[src/rtl/sum_window_accum.sv]
// sum_window_accum
// Accumulates fixed windows of 2**LOG2_WIN unsigned samples under a
// valid/ready handshake and presents each window's full-width sum and
// truncated (floor) average on a held output with valid/ready backpressure.
//
// state | meaning
// ------+--------------------------------------------------------------
// ACCUM | accepting samples into the current window, in_ready = 1
// HOLD  | completed result held on out_*; input only accepted on a take
//
// Legal LOG2_WIN range is 1..8. The sum never overflows because
// WIN*(2**DATAWIDTH-1) < 2**(DATAWIDTH+LOG2_WIN).
module sum_window_accum #(
  parameter int DATAWIDTH = 8,
  parameter int LOG2_WIN  = 2
) (
  input  logic                          Clk,
  input  logic                          Rst,
  input  logic [DATAWIDTH-1:0]          in_data,
  input  logic                          in_valid,
  output logic                          in_ready,
  output logic [DATAWIDTH+LOG2_WIN-1:0] out_sum,
  output logic [DATAWIDTH-1:0]          out_avg,
  output logic                          out_valid,
  input  logic                          out_ready,
  output logic [LOG2_WIN-1:0]           win_cnt
);

  localparam int ACCWIDTH = DATAWIDTH + LOG2_WIN;
  localparam int WIN      = 2 ** LOG2_WIN;

  typedef enum logic {
    ACCUM = 1'b0,
    HOLD  = 1'b1
  } state_t;

  state_t                state_q, state_d;
  logic [ACCWIDTH-1:0]   acc_q, acc_d;
  logic [LOG2_WIN-1:0]   cnt_q, cnt_d;
  logic [ACCWIDTH-1:0]   sum_q, sum_d;
  logic [DATAWIDTH-1:0]  avg_q, avg_d;
  logic                  valid_q, valid_d;

  logic                  accept;
  logic                  take;
  logic                  last;
  logic [ACCWIDTH-1:0]   sum_in;

  // Input readiness depends only on state and downstream readiness, never on
  // in_valid, so upstream can't form a combinational loop through us.
  always_comb begin
    in_ready = 1'b1;
    if (state_q == HOLD) begin
      in_ready = out_ready;
    end
  end

  assign accept = in_valid & in_ready;
  assign take   = valid_q & out_ready;
  assign last   = (cnt_q == LOG2_WIN'(WIN - 1));
  assign sum_in = acc_q + ACCWIDTH'(in_data);

  // Next-state and datapath: window completion latches the result and
  // clears the accumulator; a take in HOLD may start the next window at once.
  always_comb begin
    state_d = state_q;
    acc_d   = acc_q;
    cnt_d   = cnt_q;
    sum_d   = sum_q;
    avg_d   = avg_q;
    valid_d = valid_q;
    case (state_q)
      ACCUM: begin
        if (accept) begin
          if (last) begin
            sum_d   = sum_in;
            avg_d   = sum_in[ACCWIDTH-1:LOG2_WIN];
            valid_d = 1'b1;
            acc_d   = '0;
            cnt_d   = '0;
            state_d = HOLD;
          end else begin
            acc_d = sum_in;
            cnt_d = cnt_q + LOG2_WIN'(1);
          end
        end
      end
      HOLD: begin
        if (take) begin
          valid_d = 1'b0;
          state_d = ACCUM;
          // A sample accepted alongside the take opens the next window.
          if (accept) begin
            acc_d = ACCWIDTH'(in_data);
            cnt_d = LOG2_WIN'(1);
          end
        end
      end
      default: begin
        state_d = ACCUM;
      end
    endcase
  end

  // State and datapath registers; reset discards any partial window.
  always_ff @(posedge Clk) begin
    if (Rst) begin
      state_q <= ACCUM;
      acc_q   <= '0;
      cnt_q   <= '0;
      sum_q   <= '0;
      avg_q   <= '0;
      valid_q <= 1'b0;
    end else begin
      state_q <= state_d;
      acc_q   <= acc_d;
      cnt_q   <= cnt_d;
      sum_q   <= sum_d;
      avg_q   <= avg_d;
      valid_q <= valid_d;
    end
  end

  assign out_sum   = sum_q;
  assign out_avg   = avg_q;
  assign out_valid = valid_q;
  assign win_cnt   = cnt_q;

endmodule

[config.mk]
export PLATFORM = sky130hd
export DESIGN_NAME = sum_window_accum
export DESIGN_NICKNAME = d
export VERILOG_FILES = /design/src/rtl/sum_window_accum.sv
export SDC_FILE = /design/constraint.sdc
export NUM_CORES = 1
export LEC_CHECK = 0
export CORE_AREA = 2 2 62 64
export DETAILED_ROUTE_END_ITERATION = 10
export DIE_AREA = 0 0 64 66
export PLACE_DENSITY = 0.67
export SLEW_MARGIN = 20
export SYNTH_ARGS = -nofsm -noshare
export SYNTH_HDL_FRONTEND = slang
export SYNTH_SLANG_ARGS = --single-unit
[constraint.sdc]
create_clock -name Clk -period 2.9 [get_ports Clk]
set_clock_uncertainty 0.2 [all_clocks]
set_input_delay 0.58 -clock Clk [delete_from_list [all_inputs] [get_ports Clk]]
set_output_delay 0.58 -clock Clk [all_outputs]
set_load 0.05 [all_outputs]
==> report_table.html, run 1 <==
<table>
<tr><th>Metric</th><th>Value</th></tr>
<tr><th colspan="2">Status</th></tr>
<tr><td>Result of the run</td><td>completed</td></tr>
<tr><th colspan="2">Synthesis</th></tr>
<tr><td>Largest area contributor in the synthesized netlist</td><td>dfxtp_1</td></tr>
<tr><td>Post-synthesis sequential element count</td><td>24</td></tr>
<tr><td>Share of the synthesized area in the top cell type</td><td>33.7%</td></tr>
<tr><td>Gate count after technology mapping</td><td>175</td></tr>
<tr><td>Count of synthesis-stage warnings from yosys</td><td>0</td></tr>
<tr><td>Sequential fraction of the synthesis area</td><td>33.7%</td></tr>
<tr><td>Synthesized cell area</td><td>1430 um2</td></tr>
<tr><td>Number of enable-type register cells in the synthesized netlist</td><td>0</td></tr>
<tr><td>Async set-or-reset flop fraction in the synthesized netlist</td><td>0%</td></tr>
<tr><td>Synth top area cells</td><td>dfxtp_1 (34%), ha_1 (7.9%), a21oi_1 (5.6%)</td></tr>
<tr><td>Top FF cell, synth</td><td>dfxtp_1</td></tr>
<tr><td>Yosys cell types</td><td>43</td></tr>
<tr><td>Syn_area_per_cell</td><td>8.16 um2</td></tr>
<tr><td>Most frequent cell after synthesis</td><td>dfxtp_1</td></tr>
<tr><td>Number of nets in the synthesized netlist</td><td>197</td></tr>
<tr><td>Most used standard cells in the synthesized netlist</td><td>dfxtp_1 (24), nand2_1 (20), a21oi_1 (16), nor2_1 (15), nand3_1 (11)</td></tr>
<tr><th colspan="2">Timing</th></tr>
<tr><td>RSZ-0062 raised after global routing</td><td>false</td></tr>
<tr><td>Final critical-path share of the clock period</td><td>90.1%</td></tr>
<tr><td>Setup tns final</td><td>0 ps</td></tr>
<tr><td>Hold Vio Cnt, Final</td><td>0</td></tr>
<tr><td>Transition time at the pin with the least slew margin</td><td>510 ps</td></tr>
<tr><td>Worst slew margin relative to its limit</td><td>65.9%</td></tr>
<tr><td>Setup ws final</td><td>287 ps</td></tr>
<tr><td>Pins Over Slew Limit</td><td>0</td></tr>
<tr><td>Final-report setup violation count</td><td>0</td></tr>
<tr><td>Fmax achieved</td><td>0.383 GHz</td></tr>
<tr><td>Final min period</td><td>2610 ps</td></tr>
<tr><th colspan="2">CTS</th></tr>
<tr><td>Post-CTS Setup Bufs</td><td>0</td></tr>
<tr><td>Total number of H-tree levels</td><td>1</td></tr>
<tr><td>Clk pin slew, worst setup/hold paths</td><td>140 ps</td></tr>
<tr><td>Post_cts resized</td><td>0</td></tr>
<tr><td>Root cell of the clock tree</td><td>clkbuf_4</td></tr>
<tr><td>TritonCTS buffer count</td><td>3</td></tr>
<tr><td>Clock tree from TritonCTS</td><td>done</td></tr>
<tr><td>Maximum root-to-sink buffer count</td><td>2</td></tr>
<tr><td>Clock sinks</td><td>24</td></tr>
<tr><td>Latest clock arrival within the worst-skew pair</td><td>320 ps</td></tr>
<tr><td>Cts hold-fix bufs</td><td>0</td></tr>
<tr><th colspan="2">Routing</th></tr>
<tr><td>Number of DRC violations after detailed-routing iteration 0</td><td>49</td></tr>
<tr><td>DR vias</td><td>1363</td></tr>
<tr><td>Mean routed wirelength per cell</td><td>14.1 um</td></tr>
<tr><td>Post-route DRC violation count</td><td>0</td></tr>
<tr><td>Total Wirelength</td><td>3500 um</td></tr>
<tr><td>Via count normalized by instance count</td><td>5.47</td></tr>
<tr><td>1st-pass router iterations</td><td>4</td></tr>
<tr><td>Residual antenna-violating net count after detailed routing</td><td>0</td></tr>
<tr><th colspan="2">Die</th></tr>
<tr><td>Die Footprint</td><td>4220 um2</td></tr>
<tr><td>Initial core utilization</td><td>40.2%</td></tr>
<tr><td>Die Wd</td><td>64 um</td></tr>
<tr><td>Die Ht</td><td>66 um</td></tr>
<tr><td>Number of rows created at floorplan</td><td>22</td></tr>
<tr><td>Top-Level Pins</td><td>34</td></tr>
<tr><td>Area inside the core boundary</td><td>3550 um2</td></tr>
<tr><th colspan="2">Power and ir drop</th></tr>
<tr><td>Worst ir drop on vdd</td><td>0.209 mV</td></tr>
<tr><td>Cell area power density</td><td>469 nW/um2</td></tr>
<tr><td>Leakage</td><td>0.700 nW</td></tr>
<tr><th colspan="2">Critical path</th></tr>
<tr><td>Worst path required time</td><td>2940 ps</td></tr>
<tr><td>Maximum fanout along the worst path</td><td>3</td></tr>
<tr><td>Chain of cells forming the critical path</td><td>clkdlybuf4s50_1 &gt; ha_1 &gt; inv_1 &gt; fa_1 &gt; nand2b_1 &gt; a21oi_1 &gt; a21boi_0 &gt; mux2i_1 &gt; a31o_2</td></tr>
<tr><td>Launch point of the critical path</td><td>in_data[0]</td></tr>
<tr><td>Depth of the worst register-to-register path</td><td>8</td></tr>
<tr><td>Internal reg-to-reg setup slack</td><td>660 ps</td></tr>
<tr><td>Cell at the slowest stage of the critical path</td><td>clkdlybuf4s50_1</td></tr>
<tr><td>Crit end category</td><td>flip-flop</td></tr>
<tr><td>Highest cell delay on the worst timing path</td><td>480 ps</td></tr>
<tr><td>Worst Setup Start Kind</td><td>input pin</td></tr>
<tr><td>Path type of the worst setup path</td><td>in2reg</td></tr>
<tr><td>Critical path destination</td><td>out_sum[6]</td></tr>
<tr><td>Endpoint of the lowest-slack register-to-register path</td><td>out_sum[6]</td></tr>
<tr><td>Startpoint of the lowest-slack register-to-register path</td><td>acc_q[0]</td></tr>
<tr><td>Worst path arrival time</td><td>2650 ps</td></tr>
<tr><th colspan="2">Global route</th></tr>
<tr><td>First-pass GRT wire length</td><td>5990 um</td></tr>
<tr><td>Vias in the first global route</td><td>1315</td></tr>
<tr><td>Overflow left after global routing</td><td>0</td></tr>
<tr><td>Antenna violations before repair</td><td>0</td></tr>
<tr><td>Gr usage total</td><td>17.8%</td></tr>
<tr><td>Largest net degree at the start of global routing</td><td>24</td></tr>
<tr><th colspan="2">Placed design</th></tr>
<tr><td>HPWL after detailed placement</td><td>2590 um</td></tr>
<tr><td>Count of buffers inserted at the top-level ports</td><td>33</td></tr>
<tr><td>Placement Setup Slack</td><td>-56.9 ps</td></tr>
<tr><td>RePlAce Congestion</td><td>0.922</td></tr>
<tr><th colspan="2">Flow run</th></tr>
<tr><td>Number of max-cap violations</td><td>0</td></tr>
<tr><th colspan="2">Layout</th></tr>
<tr><td>Number of diodes</td><td>0</td></tr>
<tr><td>Nets</td><td>224</td></tr>
<tr><td>Ratio of cells with drive above 1 in the final layout</td><td>9.45%</td></tr>
<tr><td>Synth-to-Final Area Change</td><td>27.3%</td></tr>
<tr><th colspan="2">Min path</th></tr>
<tr><td>Worst hold path type</td><td>reg2reg</td></tr>
<tr><td>Hold_sp</td><td>out_sum[8]</td></tr>
</table>
[critical path: cells and delay by family]
| family | cells | cell delay (ps) |
|---|---|---|
| AOI/OAI and AO/OA | 3 | 630 |
| adders and majority gates | 2 | 560 |
| buffers and inverters | 2 | 530 |
| and+or+nand+nor | 1 | 180 |
| muxes | 1 | 160 |
[cells by family (layout without fill, tap and decap cells)]
family | count (synthesis) | after routing | synth area share (%)
AND/OR/NAND/NOR | 66 | 66 | 22.1
AO/OA/AOI/OAI | 49 | 49 | 23.2
adder cells (fa/ha/maj) | 10 | 10 | 9.29
flip-flops | 24 | 24 | 33.7
XOR/XNOR | 4 | 4 | 2.45
multiplexers | 1 | 1 | 0.701
buffers and inverters | 21 | 47 | 8.59
[flip-flops by register name (all words and copies together) (netlist names)]
name / flops
acc_q: 10
out_sum: 9
win_cnt: 2
out_avg: 1
out_valid: 1
state_q: 1
[per-layer routing]
metal  track usage [%]  share of wire, %
met1              22.7                45
met2              31.0                49
met3              1.70               3.7
met4              6.52               1.9
met5                 0                 0
[how the worst min path moves through the flow]
stage / end / slack [ps] / cells past startpoint
finish: out_sum[8] / 280 / 2
floorplan: acc_q[5] / 250 / 2
global route: out_sum[0] / 300 / 2
CTS: out_sum[0] / 280 / 2
global placement: out_sum[8] / 250 / 2
detailed placement: out_sum[0] / 250 / 2
[power breakdown]
group / total, W / switching, W / internal (W)
clock: 0.000252 / 0.000112 / 0.000140
sequential: 0.000362 / 0.0000132 / 0.000349
combinational: 0.000240 / 0.000137 / 0.000103
total: 0.000853 / 0.000262 / 0.000591
[cells in the final DEF (no fill, tap or decap), drive strengths merged, types with 3 or more instances in the layout]
master,n
or3,3
a21oi,16
buf,7
a31oi,3
nor2,16
dfxtp,24
a21o,5
nor3,3
clkbuf,3
nand2b,3
clkdlybuf4s50,32
nand2,20
ha,9
inv,4
a211oi,6
a221oi,3
nand3,11
o21ai,6
[area by class of cell]
| cell class | instances | area [um2] |
|---|---|---|
| Clock buffer | 3 | 22.5 |
| Clock inverter | 1 | 30.0 |
| Fill cell | 320 | 1730 |
| Inverter | 4 | 15.0 |
| Multi-Input combinational cell | 130 | 825 |
| Sequential cell | 24 | 480 |
| Tap cell | 48 | 60.1 |
| Timing Repair Buffer | 39 | 385 |
[through the flow]
step                      utilization [%]  hold slack (ps)  cell area, um2  instances  power [W]
after CTS                            51.2              281            1820        249   0.000854
after global routing                 51.2              299            1820        249   0.000900
after floorplan                         -              250            1430        175   0.000542
after detailed placement             49.7              252            1770        245   0.000606
after global placement               49.7              254            1770        245   0.000601
final                                51.2              277            1820        249   0.000853
Note: power is estimated with default switching activity, not from simulation.
==> run 2: changes to the inputs <==
--- a/config.mk
+++ b/config.mk
@@ -5,10 +5,10 @@
 export SDC_FILE = /design/constraint.sdc
 export NUM_CORES = 1
 export LEC_CHECK = 0
-export CORE_AREA = 2 2 62 64
+export CORE_AREA = 2 2 63 65
 export DETAILED_ROUTE_END_ITERATION = 10
-export DIE_AREA = 0 0 64 66
-export PLACE_DENSITY = 0.67
+export DIE_AREA = 0 0 65 67
+export PLACE_DENSITY = 0.65
 export SLEW_MARGIN = 20
 export SYNTH_ARGS = -nofsm -noshare
 export SYNTH_HDL_FRONTEND = slang
==> report_table.html, run 2 (same netlist as run 1, synthesis figures left out) <==
<table>
<tr><th>Metric</th><th>Value</th></tr>
<tr><th colspan="2">Status</th></tr>
<tr><td>Result of the run</td><td>completed</td></tr>
<tr><th colspan="2">Die</th></tr>
<tr><td>Initial core utilization</td><td>39.6%</td></tr>
<tr><td>Die Wd</td><td>65 um</td></tr>
<tr><td>Number of rows created at floorplan</td><td>22</td></tr>
<tr><td>Die Footprint</td><td>4360 um2</td></tr>
<tr><td>Die Ht</td><td>67 um</td></tr>
<tr><td>Top-Level Pins</td><td>34</td></tr>
<tr><td>Area inside the core boundary</td><td>3610 um2</td></tr>
<tr><th colspan="2">Layout</th></tr>
<tr><td>Cell Count, Final, Fillers Out</td><td>249</td></tr>
<tr><td>Nets</td><td>224</td></tr>
<tr><td>Sequential cell area</td><td>480 um2</td></tr>
<tr><td>Most common cell after layout, fill and taps aside</td><td>clkdlybuf4s50_1</td></tr>
<tr><td>Ratio of cells with drive above 1 in the final layout</td><td>9.45%</td></tr>
<tr><td>Number of diodes</td><td>0</td></tr>
<tr><td>Synth-to-Final Area Change</td><td>28.7%</td></tr>
<tr><td>Most flop-heavy register</td><td>acc_q</td></tr>
<tr><td>Max reg flops</td><td>10</td></tr>
<tr><td>Multi-input combinational cell area</td><td>825 um2</td></tr>
<tr><td>FILL cells</td><td>362</td></tr>
<tr><td>Commonest non-fill, non-tap cells in the layout</td><td>clkdlybuf4s50_1 (32), dfxtp_1 (24), nand2_1 (20)</td></tr>
<tr><th colspan="2">Critical path</th></tr>
<tr><td>Internal reg-to-reg setup slack</td><td>650 ps</td></tr>
<tr><td>Path type of the worst setup path</td><td>in2reg</td></tr>
<tr><td>Worst path arrival time</td><td>2670 ps</td></tr>
<tr><td>Crit end category</td><td>flip-flop</td></tr>
<tr><td>Maximum fanout along the worst path</td><td>3</td></tr>
<tr><td>Worst path required time</td><td>2870 ps</td></tr>
<tr><td>Endpoint of the lowest-slack register-to-register path</td><td>out_sum[6]</td></tr>
<tr><td>Worst Setup Start Kind</td><td>input pin</td></tr>
<tr><td>Depth of the worst register-to-register path</td><td>8</td></tr>
<tr><td>Startpoint of the lowest-slack register-to-register path</td><td>acc_q[0]</td></tr>
<tr><th colspan="2">CTS</th></tr>
<tr><td>Clk pin slew, worst setup/hold paths</td><td>90 ps</td></tr>
<tr><td>Post_cts resized</td><td>0</td></tr>
<tr><td>Clock sinks</td><td>24</td></tr>
<tr><td>Maximum root-to-sink buffer count</td><td>2</td></tr>
<tr><td>Cts hold-fix bufs</td><td>0</td></tr>
<tr><td>Root cell of the clock tree</td><td>clkbuf_8</td></tr>
<tr><td>TritonCTS buffer count</td><td>3</td></tr>
<tr><td>Clock tree from TritonCTS</td><td>done</td></tr>
<tr><td>Post-CTS Setup Bufs</td><td>0</td></tr>
<tr><td>Latest clock arrival within the worst-skew pair</td><td>270 ps</td></tr>
<tr><td>Total number of H-tree levels</td><td>1</td></tr>
<tr><th colspan="2">Power and ir drop</th></tr>
<tr><td>Internal power</td><td>0.000636 W</td></tr>
<tr><td>Leakage</td><td>0.708 nW</td></tr>
<tr><td>Power share of the sequential group</td><td>40.3%</td></tr>
<tr><td>Net Switching</td><td>0.000263 W</td></tr>
<tr><td>Portion of total power attributed to the clock network</td><td>33.1%</td></tr>
<tr><td>Switching part of the total power</td><td>29.2%</td></tr>
<tr><td>Power Total</td><td>0.000898 W</td></tr>
<tr><td>Cell area power density</td><td>489 nW/um2</td></tr>
<tr><td>Logic gate share of total power</td><td>26.6%</td></tr>
<tr><td>Worst ir drop on vdd</td><td>0.268 mV</td></tr>
<tr><th colspan="2">Global route</th></tr>
<tr><td>Gr usage total</td><td>17.8%</td></tr>
<tr><td>First-pass GRT wire length</td><td>5950 um</td></tr>
<tr><td>Largest net degree at the start of global routing</td><td>25</td></tr>
<tr><td>Vias in the first global route</td><td>1321</td></tr>
<tr><td>Overflow left after global routing</td><td>0</td></tr>
<tr><td>Antenna violations before repair</td><td>0</td></tr>
<tr><th colspan="2">Routing</th></tr>
<tr><td>Via count normalized by instance count</td><td>5.39</td></tr>
<tr><td>Number of DRC violations after detailed-routing iteration 0</td><td>73</td></tr>
<tr><td>Total Wirelength</td><td>3540 um</td></tr>
<tr><td>Post-route DRC violation count</td><td>0</td></tr>
<tr><td>1st-pass router iterations</td><td>4</td></tr>
<tr><td>DR vias</td><td>1342</td></tr>
<tr><td>Mean routed wirelength per cell</td><td>14.2 um</td></tr>
<tr><td>Residual antenna-violating net count after detailed routing</td><td>0</td></tr>
<tr><th colspan="2">Min path</th></tr>
<tr><td>Hold_sp</td><td>out_sum[0]</td></tr>
<tr><td>Hold path cells</td><td>2</td></tr>
<tr><td>Hold Path Sink</td><td>out_sum[0]</td></tr>
<tr><td>Worst hold path type</td><td>reg2reg</td></tr>
<tr><th colspan="2">Timing</th></tr>
<tr><td>Final critical-path share of the clock period</td><td>93.2%</td></tr>
<tr><td>Worst slew margin relative to its limit</td><td>64.4%</td></tr>
<tr><td>Pins Over Slew Limit</td><td>0</td></tr>
<tr><td>Transition time at the pin with the least slew margin</td><td>533 ps</td></tr>
<tr><td>Hold Vio Cnt, Final</td><td>0</td></tr>
<tr><td>Fmax achieved</td><td>0.370 GHz</td></tr>
<tr><td>RSZ-0062 raised after global routing</td><td>false</td></tr>
<tr><td>Final-report setup violation count</td><td>0</td></tr>
<tr><td>Final min period</td><td>2700 ps</td></tr>
<tr><th colspan="2">Placed design</th></tr>
<tr><td>Count of buffers inserted at the top-level ports</td><td>33</td></tr>
<tr><td>HPWL after detailed placement</td><td>2690 um</td></tr>
<tr><td>Inst Count DP</td><td>245</td></tr>
<tr><td>RePlAce Congestion</td><td>0.906</td></tr>
<tr><th colspan="2">Flow run</th></tr>
<tr><td>Number of max-cap violations</td><td>0</td></tr>
</table>
run 2: metal layers:
layer | vias to the layer above | wire [um] | global-route usage [%]
met5 | - | 0 | 0
met4 | 0 | 31 | 5.32
met3 | 7 | 169 | 3.72
met2 | 35 | 1730 | 30.9
met1 | 625 | 1600 | 21.9
li1 | 675 | - | -
run 2: critical path, cell delays in order:
cell,delay [ps]
clkdlybuf4s50_1,480
ha_1,180
inv_1,50
fa_1,390
nand2b_1,180
a21oi_1,210
a21boi_0,210
mux2i_1,160
a31o_2,220
run 2: worst max path at each step:
| stage | cells after the start | slack, ps | endpoint | from |
|---|---|---|---|---|
| floorplan | 8 | 560 | out_sum[6] | in_data[0] |
| global placement | 9 | -20 | out_sum[6] | in_data[0] |
| detailed placement | 9 | -90 | out_sum[6] | in_data[0] |
| CTS | 9 | 200 | out_sum[6] | in_data[0] |
| global route | 9 | 70 | out_sum[6] | in_data[0] |
| finish | 9 | 200 | out_sum[6] | in_data[0] |
run 2: through the flow:
stage                     hold WS (ps)  TNS [ps]  instance area (um2)  worst slack (ps)  util, %
after floorplan                    250         0                 1430               557        -
after global placement             254     -17.1                 1770             -17.1     49.0
after detailed placement           250      -133                 1770             -87.6     49.0
after CTS                          269         0                 1840               201     50.9
after global routing               298         0                 1840              71.9     50.9
final                              268         0                 1840               197     50.9
run 2: power by group through the flow:
stage | Clock (W) | Sequential, W | Combinational (W)
2_1_floorplan | 0 | 0.000380 | 0.000161
3_5_place_dp | 0 | 0.000370 | 0.000237
6_report | 0.000297 | 0.000362 | 0.000239
3_3_place_gp | 0 | 0.000369 | 0.000233
5_1_grt | 0.000322 | 0.000366 | 0.000263
4_1_cts | 0.000304 | 0.000362 | 0.000238
run 2: cell type report:
class | count | share of cell area [%]
clock buffer | 3 | 2.25
clock inverter | 1 | 1.63
inverter | 4 | 0.817
multi-input combinational | 130 | 44.9
sequential | 24 | 26.2
tap | 48 | 3.27
timing repair buffer | 39 | 21.0
